===== src/rtl/mode_alu_seq_pkg.sv =====
// Shared types for the sequential four-mode ALU: operation select codes and FSM states.
package mode_alu_pkg;

    typedef enum logic [1:0] {
        MODE_ADD_DBL  = 2'b00,
        MODE_SUB_DIV  = 2'b01,
        MODE_SHIFT_OR = 2'b10,
        MODE_XNOR_NEG = 2'b11
    } mode_e;

    typedef enum logic [1:0] {
        IDLE = 2'd0,
        DIV  = 2'd1,
        DONE = 2'd2
    } state_e;

endpackage


===== src/rtl/mode_alu_seq_if.sv =====
// Operand/result bundle of mode_alu_seq; slave is the ALU side, master the producer/consumer side.
interface mode_alu_seq_if #(
    parameter int WIDTH = 32
) ();

    // Handshakes: a transfer happens on a rising edge where valid & ready are both high.
    // Producers hold valid and data stable until ready; a held result stays stable until taken.
    logic                  p_in_valid;
    logic                  p_in_ready;
    logic [1:0]            p_mode;
    logic [WIDTH-1:0]      p_in1;
    logic [WIDTH-1:0]      p_in2;
    logic [WIDTH-1:0]      p_div;
    logic                  p_out_valid;
    logic                  p_out_ready;
    logic [WIDTH-1:0]      p_out;
    logic [1:0]            p_out_mode;
    logic                  p_div_zero;
    logic                  p_busy;
    mode_alu_pkg::state_e  dbg_state;

    modport slave (
        input  p_in_valid, p_mode, p_in1, p_in2, p_div, p_out_ready,
        output p_in_ready, p_out_valid, p_out, p_out_mode, p_div_zero, p_busy, dbg_state
    );

    modport master (
        output p_in_valid, p_mode, p_in1, p_in2, p_div, p_out_ready,
        input  p_in_ready, p_out_valid, p_out, p_out_mode, p_div_zero, p_busy, dbg_state
    );

endinterface


===== src/rtl/mode_alu_seq_divider.sv =====
// Iterative restoring divider: one quotient bit per cycle, WIDTH cycles after start.
module seq_divider #(
    parameter int WIDTH = 32
) (
    input  logic             clk,
    input  logic             rst_n,
    input  logic             start_i,
    input  logic [WIDTH-1:0] dividend_i,
    input  logic [WIDTH-1:0] divisor_i,
    output logic             done_o,
    output logic [WIDTH-1:0] quotient_o
);

    localparam int CW = $clog2(WIDTH + 1);

    logic [CW-1:0]    cnt_q, cnt_d;
    logic [WIDTH-1:0] rem_q, rem_d;
    logic [WIDTH-1:0] quo_q, quo_d;
    logic [WIDTH-1:0] dvs_q, dvs_d;
    logic [WIDTH:0]   shifted;
    logic [WIDTH:0]   trial;

    always_comb begin
        cnt_d   = cnt_q;
        rem_d   = rem_q;
        quo_d   = quo_q;
        dvs_d   = dvs_q;
        shifted = {rem_q, quo_q[WIDTH-1]};
        trial   = shifted - {1'b0, dvs_q};
        if (start_i) begin
            cnt_d = CW'(WIDTH);
            rem_d = '0;
            quo_d = dividend_i;
            dvs_d = divisor_i;
        end else if (cnt_q != '0) begin
            // A set top bit of the trial difference means the subtraction went negative: restore.
            if (!trial[WIDTH]) begin
                rem_d = trial[WIDTH-1:0];
                quo_d = {quo_q[WIDTH-2:0], 1'b1};
            end else begin
                rem_d = shifted[WIDTH-1:0];
                quo_d = {quo_q[WIDTH-2:0], 1'b0};
            end
            cnt_d = cnt_q - CW'(1);
        end
    end

    always_ff @(posedge clk or negedge rst_n) begin
        if (!rst_n) begin
            cnt_q <= '0;
            rem_q <= '0;
            quo_q <= '0;
            dvs_q <= '0;
        end else begin
            cnt_q <= cnt_d;
            rem_q <= rem_d;
            quo_q <= quo_d;
            dvs_q <= dvs_d;
        end
    end

    // Done flags the final step so the owner can capture the finished quotient at the same edge.
    assign done_o     = (cnt_q == CW'(1));
    assign quotient_o = quo_d;

endmodule


===== src/rtl/mode_alu_seq.sv =====
// Handshaked four-mode ALU: single-cycle add/shift/negate modes plus a multi-cycle subtract-divide.
module mode_alu_seq
    import mode_alu_pkg::*;
#(
    parameter int WIDTH = 32,
    parameter int SHL   = 4,
    parameter int SHR   = 2
) (
    input  logic          clk,
    input  logic          rst_n,
    mode_alu_seq_if.slave bus
);

    state_e           state_q, state_d;
    logic [WIDTH-1:0] out_q, out_d;
    logic [1:0]       out_mode_q, out_mode_d;
    logic             div_zero_q, div_zero_d;
    logic             accept;
    logic             div_start;
    logic             div_done;
    logic [WIDTH-1:0] quotient;
    logic [WIDTH-1:0] diff;
    logic [WIDTH-1:0] sum;
    mode_e            mode_in;

    assign mode_in = mode_e'(bus.p_mode);
    assign accept  = bus.p_in_valid && (state_q == IDLE);
    assign diff    = bus.p_in1 - bus.p_in2;
    assign sum     = bus.p_in1 + bus.p_in2;

    seq_divider #(.WIDTH(WIDTH)) u_div (
        .clk        (clk),
        .rst_n      (rst_n),
        .start_i    (div_start),
        .dividend_i (diff),
        .divisor_i  (bus.p_div),
        .done_o     (div_done),
        .quotient_o (quotient)
    );

    always_comb begin
        state_d    = state_q;
        out_d      = out_q;
        out_mode_d = out_mode_q;
        div_zero_d = div_zero_q;
        div_start  = 1'b0;
        unique case (state_q)
            IDLE: begin
                if (accept) begin
                    state_d    = DONE;
                    out_mode_d = bus.p_mode;
                    div_zero_d = 1'b0;
                    unique case (mode_in)
                        MODE_ADD_DBL:  out_d = sum << 1;
                        MODE_SHIFT_OR: out_d = (bus.p_in1 << SHL) | (bus.p_in2 >> SHR);
                        MODE_XNOR_NEG: out_d = ~(bus.p_in1 ^ bus.p_in2) + WIDTH'(1);
                        MODE_SUB_DIV: begin
                            if (bus.p_div == '0) begin
                                out_d      = '1;
                                div_zero_d = 1'b1;
                            end else begin
                                // Result fields keep the previous result until the quotient lands.
                                state_d    = DIV;
                                out_d      = out_q;
                                out_mode_d = out_mode_q;
                                div_zero_d = div_zero_q;
                                div_start  = 1'b1;
                            end
                        end
                    endcase
                end
            end
            DIV: begin
                if (div_done) begin
                    state_d    = DONE;
                    out_d      = quotient;
                    out_mode_d = MODE_SUB_DIV;
                    div_zero_d = 1'b0;
                end
            end
            DONE: begin
                if (bus.p_out_ready) state_d = IDLE;
            end
            default: state_d = IDLE;
        endcase
    end

    always_ff @(posedge clk or negedge rst_n) begin
        if (!rst_n) begin
            state_q    <= IDLE;
            out_q      <= '0;
            out_mode_q <= 2'b00;
            div_zero_q <= 1'b0;
        end else begin
            state_q    <= state_d;
            out_q      <= out_d;
            out_mode_q <= out_mode_d;
            div_zero_q <= div_zero_d;
        end
    end

    assign bus.p_in_ready  = (state_q == IDLE);
    assign bus.p_out_valid = (state_q == DONE);
    assign bus.p_busy      = (state_q != IDLE);
    assign bus.p_out       = out_q;
    assign bus.p_out_mode  = out_mode_q;
    assign bus.p_div_zero  = div_zero_q;
    assign bus.dbg_state   = state_q;

endmodule

===== src/flat_wrapper.sv =====
// flat-port wrapper written by rule: the top's interface ports become plain ports
module mode_alu_seq_flat import mode_alu_pkg::*;
#(
    parameter int WIDTH = 32,
    parameter int SHL   = 4,
    parameter int SHR   = 2
)
  (clk, rst_n, bus_p_in_valid, bus_p_mode, bus_p_in1, bus_p_in2, bus_p_div, bus_p_out_ready, bus_p_in_ready, bus_p_out_valid, bus_p_out, bus_p_out_mode, bus_p_div_zero, bus_p_busy, bus_dbg_state);
  mode_alu_seq_if #(.WIDTH(WIDTH)) bus_i ();
  input  logic clk;
  input  logic rst_n;
  input wire logic [$bits(bus_i.p_in_valid)-1:0] bus_p_in_valid;
  input wire logic [$bits(bus_i.p_mode)-1:0] bus_p_mode;
  input wire logic [$bits(bus_i.p_in1)-1:0] bus_p_in1;
  input wire logic [$bits(bus_i.p_in2)-1:0] bus_p_in2;
  input wire logic [$bits(bus_i.p_div)-1:0] bus_p_div;
  input wire logic [$bits(bus_i.p_out_ready)-1:0] bus_p_out_ready;
  output wire logic [$bits(bus_i.p_in_ready)-1:0] bus_p_in_ready;
  output wire logic [$bits(bus_i.p_out_valid)-1:0] bus_p_out_valid;
  output wire logic [$bits(bus_i.p_out)-1:0] bus_p_out;
  output wire logic [$bits(bus_i.p_out_mode)-1:0] bus_p_out_mode;
  output wire logic [$bits(bus_i.p_div_zero)-1:0] bus_p_div_zero;
  output wire logic [$bits(bus_i.p_busy)-1:0] bus_p_busy;
  output wire logic [$bits(bus_i.dbg_state)-1:0] bus_dbg_state;
  assign bus_i.p_in_valid = bus_p_in_valid;
  assign bus_i.p_mode = bus_p_mode;
  assign bus_i.p_in1 = bus_p_in1;
  assign bus_i.p_in2 = bus_p_in2;
  assign bus_i.p_div = bus_p_div;
  assign bus_i.p_out_ready = bus_p_out_ready;
  assign bus_p_in_ready = bus_i.p_in_ready;
  assign bus_p_out_valid = bus_i.p_out_valid;
  assign bus_p_out = bus_i.p_out;
  assign bus_p_out_mode = bus_i.p_out_mode;
  assign bus_p_div_zero = bus_i.p_div_zero;
  assign bus_p_busy = bus_i.p_busy;
  assign bus_dbg_state = bus_i.dbg_state;
  mode_alu_seq #(.WIDTH(WIDTH), .SHL(SHL), .SHR(SHR)) u_core (.clk(clk), .rst_n(rst_n), .bus(bus_i));
endmodule

===== config.mk =====
export PLATFORM = sky130hd
export DESIGN_NAME = mode_alu_seq_flat
export DESIGN_NICKNAME = d
export VERILOG_FILES = /design/src/rtl/mode_alu_seq_pkg.sv /design/src/rtl/mode_alu_seq_if.sv /design/src/rtl/mode_alu_seq_divider.sv /design/src/rtl/mode_alu_seq.sv /design/src/flat_wrapper.sv
export SDC_FILE = /design/constraint.sdc
export NUM_CORES = 1
export LEC_CHECK = 0
export ABC_AREA = 1
export CAP_MARGIN = 5
export CORE_MARGIN = 8
export CORE_UTILIZATION = 25
export CTS_CLUSTER_SIZE = 25
export DETAILED_ROUTE_END_ITERATION = 8
export GPL_ROUTABILITY_DRIVEN = 1
export GPL_TIMING_DRIVEN = 1
export HOLD_SLACK_MARGIN = 0.12
export PLACE_DENSITY_LB_ADDON = 0.2
export SLEW_MARGIN = 30
export SYNTH_ARGS = -nofsm -noshare
export SYNTH_HDL_FRONTEND = slang
export SYNTH_SLANG_ARGS = --single-unit
export TNS_END_PERCENT = 20

===== constraint.sdc =====
create_clock -name clk -period 4.74 [get_ports clk]
set_input_delay 0.948 -clock clk [delete_from_list [all_inputs] [get_ports clk]]
set_output_delay 0.948 -clock clk [all_outputs]
set_load 0.01 [all_outputs]

### Word level (Yosys, flattened, before mapping)

Cells that the tools add are included.

* mux-type cells: 33
* reductions and logical operators: 10
* bitwise logic cells: 3
* eq/ne operators: 10
* $add $sub $neg: 5

Operators with widths (count)
* two-way mux 32 bit: 8
* case mux 32 bit (4 select lines): 1
* case mux 32 bit (2 select lines): 1
* subtractor 33 x 32 -> 33 bit: 1
* adder 32 x 1 -> 32 bit, second input constant: 1
* zero test 32 bit: 1
* NOT 32 bit: 1
* bitwise OR 32 x 30 -> 32 bit: 1
* subtractor 32 bit: 1
* XOR 32 bit: 1
* adder 31 bit: 1
* two-way mux 2 bit: 9
* two-way mux 6 bit: 2
* two-way mux 1 bit: 9
* == test 2 bit, second input constant: 3
* == test 6 x 1 -> 1 bit, second input constant: 1
* case mux 2 bit (3 select lines): 1
* nonzero test 2 bit: 3
* nonzero test 6 bit: 1
* subtractor 6 x 1 -> 6 bit, second input constant: 1
* == test 2 x 1 -> 1 bit, second input constant: 2
* zero test 2 bit: 2
* inequality test 2 x 1 -> 1 bit, second input constant: 2
* case mux 2 bit (2 select lines): 1
* 6 further kinds: 6

* output and inout port bits: 40
* word-level logic and storage cells: 69
* register bits: 139
* input bits: 102

### Logic depth before layout (Yosys ltp)

* word-level depth: 8
* gate-level depth with buffers: 19

### Modules after synthesis

From an unflattened synthesis, not the netlist that was laid out.

* cell total of the unflattened synthesis: 2471
* area, all modules: 14984.4 sq um

Modules (own cells, without submodules)
* seq_divider: cells each 1145, times used 1, area an instance 7587.3 sq um
* mode_alu_seq: cells each 1326, times used 1, area an instance 7397.1 sq um

### Worst setup path after synthesis

No wires, ideal clock.

* path kind: input -> register
* start point: input port bus_p_in2[1]
* end point: register u_core.out_q[30], in the netlist u_core.bus.p_out[30]
* buffers on the path: 0
* stages on the path: 14
* path slack: 2.056 ns
* arrival: 2.566 ns
* path through: inv_1 > ha_1 > ha_1 > nand2_1 > nor2_2 > nand2_1 > nor2_1 > nand2_1 > o21ai_1 > nand3_1 > a21oi_1 > nand2_1 > nand3_1 > nand2_1

* cells in the longest elaborated chain, start to end: 6
* elaborated cells on any way between the ends: 10

Ends and longest elaborated chain
* start: declaration: line flat_wrapper.sv:15 `input wire logic [$bits(bus_i.p_in2)-1:0] bus_p_in2;`
* XOR 32 bit: line mode_alu_seq.sv:56 `MODE_XNOR_NEG: out_d = ~(bus.p_in1 ^ bus.p_in2) + WIDTH'(1);`
* NOT 32 bit: line mode_alu_seq.sv:56
* adder 32 x 1 -> 32 bit: line mode_alu_seq.sv:56
* case mux 32 bit (4 select lines): line mode_alu_seq.sv:53 `unique case (mode_in)`
* two-way mux 32 bit: line mode_alu_seq.sv:49 `if (accept) begin`
* case mux 32 bit (2 select lines) *: line mode_alu_seq.sv:47 `unique case (state_q)`
* end signal: assignment: line mode_alu_seq.sv:96 `out_q <= out_d;`
* end: declaration: line mode_alu_seq.sv:15 `logic [WIDTH-1:0] out_q, out_d;`

Every way passes the cells marked *; elsewhere a longest branch is shown, timed or not. The select of a mux whose other input is x is not followed.
A chain may end at the register's enable or synchronous reset.

### Worst setup path in the final report

* start point: input port bus_p_in2[1]
* end point: register u_core.out_q[14], in the netlist u_core.bus.p_out[14]

The elaborated chain is that of the path after synthesis.

==> flow_summary_export.csv <==
group,metric,value,unit
critical_path,crit_fanout,6,
clock_network,cts.sinks,139,
critical_path,r2r-start,"u_core.u_div.quo_q[31]",
placed_design,pre_cts_slack,0.499,ns
routing,dr.pass1.iters,5,
grt,grt_max_degree,88,
clock_network,post-cts-setup-buffers,0,
power_and_ir_drop,power_switching,5.46,mW
finish,diodes,0,
critical_path,crit_end,"u_core.bus.p_out[14]",
critical_path,worst_setup_path_end_kind,"flip-flop",
finish,multi_input_area,9370,sq um
grt,antenna_found_initial,0,
grt,grt_remaining_overflow,0,
synthesis,yosys.area_share.simple,40.1,%
routing,final_antenna_net_count,0,
timing,hold_viol,0,
grt,grt_pass1_vias,16509,
critical_path,path_depth,14,
power_and_ir_drop,internal-power,4.95,mW
power_and_ir_drop,max-vdd-ir-drop,0.384,mV
clock_network,path_clk_slew,0.08,ns
timing,max_freq,0.258,GHz
synthesis,synth_fa_ha_area_share,8.48,%
power_and_ir_drop,p_seq_share,21.4,%
critical_path,critical_path_buf_inv_count,2,
critical_path,crit_slowest_cell,"clkdlybuf4s50_1",
placed_design,dpl.hpwl,53.8,mm
synthesis,synth_xor_area_share,2.71,%
critical_path,startpoint,"bus_p_in2[1]",
hold_path,hp-class,"flip-flop to flip-flop",
placed_design,place.gp.congestion,0.974,
synthesis,avgSynthCellArea,5.80,sq um
critical_path,crit_top_cell,"nand2_1",
finish,design_area,17600,sq um
grt,grt_use_total,19.2,%
finish,syn_to_final_growth,18.3,%
synthesis,synth_mux_area_share,0,%
floorplanning,ioPinCount,142,
timing,fin_worst_skew,0.0166,ns
timing,period_share,81.9,%
floorplanning,start_util,25.2,%
critical_path,crit_type,"input pin to flip-flop",
power_and_ir_drop,switching_share,52.4,%
placed_design,placed_cell_area,17000,sq um
power_and_ir_drop,leakagePower,9.26,nW
routing,num_vias,16167,
floorplanning,dieArea,67600,sq um
timing,fin_ws,0.857,ns
grt,grt_pass1_wl,99.2,mm
critical_path,slowest_delay,0.57,ns
routing,drc,0,
finish,final_common_cell,"nand2_1",
finish,seq_area,3480,sq um
routing,wl_per_cell,18.9,um
synthesis,synth_compound_area_share,11.6,%
power_and_ir_drop,power_density,592,nW/um^2
critical_path,cp-start-kind,"input pin",
status,status,"completed",
floorplanning,dieHeight,260,um
critical_path,cp.arrival,4.28,ns
timing,worst-slew-pin-transition,0.906,ns
clock_network,htreeDepth,4,
synthesis,synth_top_family_by_area,"simple AND/OR/NAND/NOR gates",
clock_network,root_buffer,"clkbuf_16",
clock_network,cts_buffer_depth,2,
clock_network,numCtsBuffers,17,
critical_path,worstPathCellList,"clkdlybuf4s50_1 > inv_1 > ha_1 > ha_1 > nand2_1 > nor2_2 > nand2_1 > nor2_1 > nor2_1 > o21ai_0 > a21oi_1 > nand2_1 > nand2_1 > o21ai_1",
floorplanning,die_w,260,um
critical_path,worst-r2r-cell-count,16,
power_and_ir_drop,p_comb_share,65.3,%
synthesis,ys_ff_latch,139,
timing,slew_viol_final,0,
timing,fin_crit,3.88,ns
finish,layout_common_cells,"nand2_1, inv_1, nand3_1",
synthesis,seq_area_frac_synth,23.4,%
clock_network,ctsHoldBuffers,0,
finish,fill_cells,6719,
clock_network,cts_tree,"yes",
critical_path,r2r_slack,1.52,ns
critical_path,critPathTopFamily,"simple AND/OR/NAND/NOR gates",
clock_network,clk_latency,0.46,ns
critical_path,crit_required,5.13,ns
floorplanning,coreArea,58900,sq um
finish,drive_above_1_share,4.14,%
synthesis,yosysWarnings,0,
critical_path,r2r_end,"u_core.u_div.rem_q[20]",
timing,rsz0062_at_grt,"false",
finish,final_nets,2866,
synthesis,async_flop_share,100,%
power_and_ir_drop,p_clk_share,13.3,%
routing,vias_per_cell,4.68,
routing,drt-total-wl,65.4,mm
synthesis,yosys_most_used_dff,"dfrtp_1",
timing,slew_headroom,39.4,%
placed_design,port_buffers,141,
floorplanning,fp-row-count,89,
synthesis,synth-edff-count,0,
synthesis,synth_nets,2766,
timing,fin_setup_tns,0,ns
clock_network,cts_resized,0,
flow_run,cap_violations,0,
synthesis,syn_inst,2565,
timing,setup_viol,0,
synthesis,syn_area,14900,sq um
routing,drt_iter0_drc,1125,
timing,fin_hold_ws,0.488,ns
synthesis,yosys.cell_types.count,46,
==> how the worst min path moves through the flow <==
stage	from	endpoint	slack, ns	depth (start not counted)
final	u_core.u_div.dvs_q[21]	u_core.u_div.dvs_q[21]	0.49	2
after global placement	u_core.bus.p_out[10]	u_core.bus.p_out[10]	0.47	2
after detailed placement	u_core.u_div.dvs_q[21]	u_core.u_div.dvs_q[21]	0.48	2
after floorplan	u_core.u_div.dvs_q[0]	u_core.u_div.dvs_q[0]	0.45	2
after CTS	u_core.u_div.dvs_q[21]	u_core.u_div.dvs_q[21]	0.49	2
after global routing	u_core.u_div.dvs_q[21]	u_core.u_div.dvs_q[21]	0.50	2
==> layer usage <==
layer	vias to the layer above	wire (um)	track usage (%)	share of wire, %
li1	8163	-	-	-
met3	89	2510	2.20	3.8
met5	-	0	0	0
met4	0	2520	7.63	3.9
met2	436	31800	33.7	49
met1	7479	28500	23.7	44
==> power groups by stage <==
stage               clock (mW)  sequential, mW  combinational, mW
floorplan                    0            2.19               4.72
global placement             0            2.25               6.82
detailed placement           0            2.24               6.82
CTS                       1.42            2.23               6.86
global route              1.47            2.30               7.72
finish                    1.38            2.23               6.80
==> cells in the mapped netlist, drive strengths merged, types with 2 or more instances <==
cell    number  area (sq um)
a21o         3          22.5
a21oi      124           639
a31oi        3          18.8
and2         3          18.8
buf         57           329
clkbuf      22          82.6
dfrtp      139          3480
fa           3          60.1
ha          96          1200
inv        432          1620
nand2      971          3700
nand3      211          1090
nand3b       3          22.5
nand4       29           181
nor2       213           890
nor3        11          55.1
o21a         2          15.0
o21ai      175           880
o21bai      11          82.6
xnor2       13           114
xor2        33           289
==> tightest hold or removal path: cells and delay by family, from the launching register on <==
family / cells / cell delay (ns)
DFF: 1 / 0.35
and+or+nand+nor: 1 / 0.05
AOI/OAI and AO/OA: 1 / 0.05
==> cell families after synthesis <==
group	count (synthesis)
AO/OA/AOI/OAI	326
XOR/XNOR	46
flip-flops	139
adder cells (fa/ha/maj)	99
buffers and inverters	512
AND/OR/NAND/NOR	1443
==> sequential cells by signal (all words and copies together) (netlist names) <==
name and flops:
u_core.bus.p_out 32, u_core.u_div.dvs_q 32, u_core.u_div.quo_q 32, u_core.u_div.rem_q 32
u_core.u_div.cnt_q 6, u_core.bus.dbg_state 2, u_core.bus.p_out_mode 2, u_core.bus.p_div_zero 1
==> layout make-up <==
class / instances / area share [%]
Timing Repair Buffer: 160 / 8.93
Tap cell: 773 / 5.50
Clock inverter: 14 / 0.854
Inverter: 433 / 9.24
Multi-Input combinational cell: 1914 / 53.3
Sequential cell: 139 / 19.8
Clock buffer: 18 / 2.44
==> metrics by stage <==
step	cells	power, mW	utilization [%]
3_3_place_gp	3419	9.07	28.9
4_1_cts	3451	10.5	29.9
6_report	3451	10.4	29.9
5_1_grt	3451	11.5	29.9
3_5_place_dp	3419	9.07	28.9
2_1_floorplan	2565	6.91	-
(Power assumes the default switching activity.)
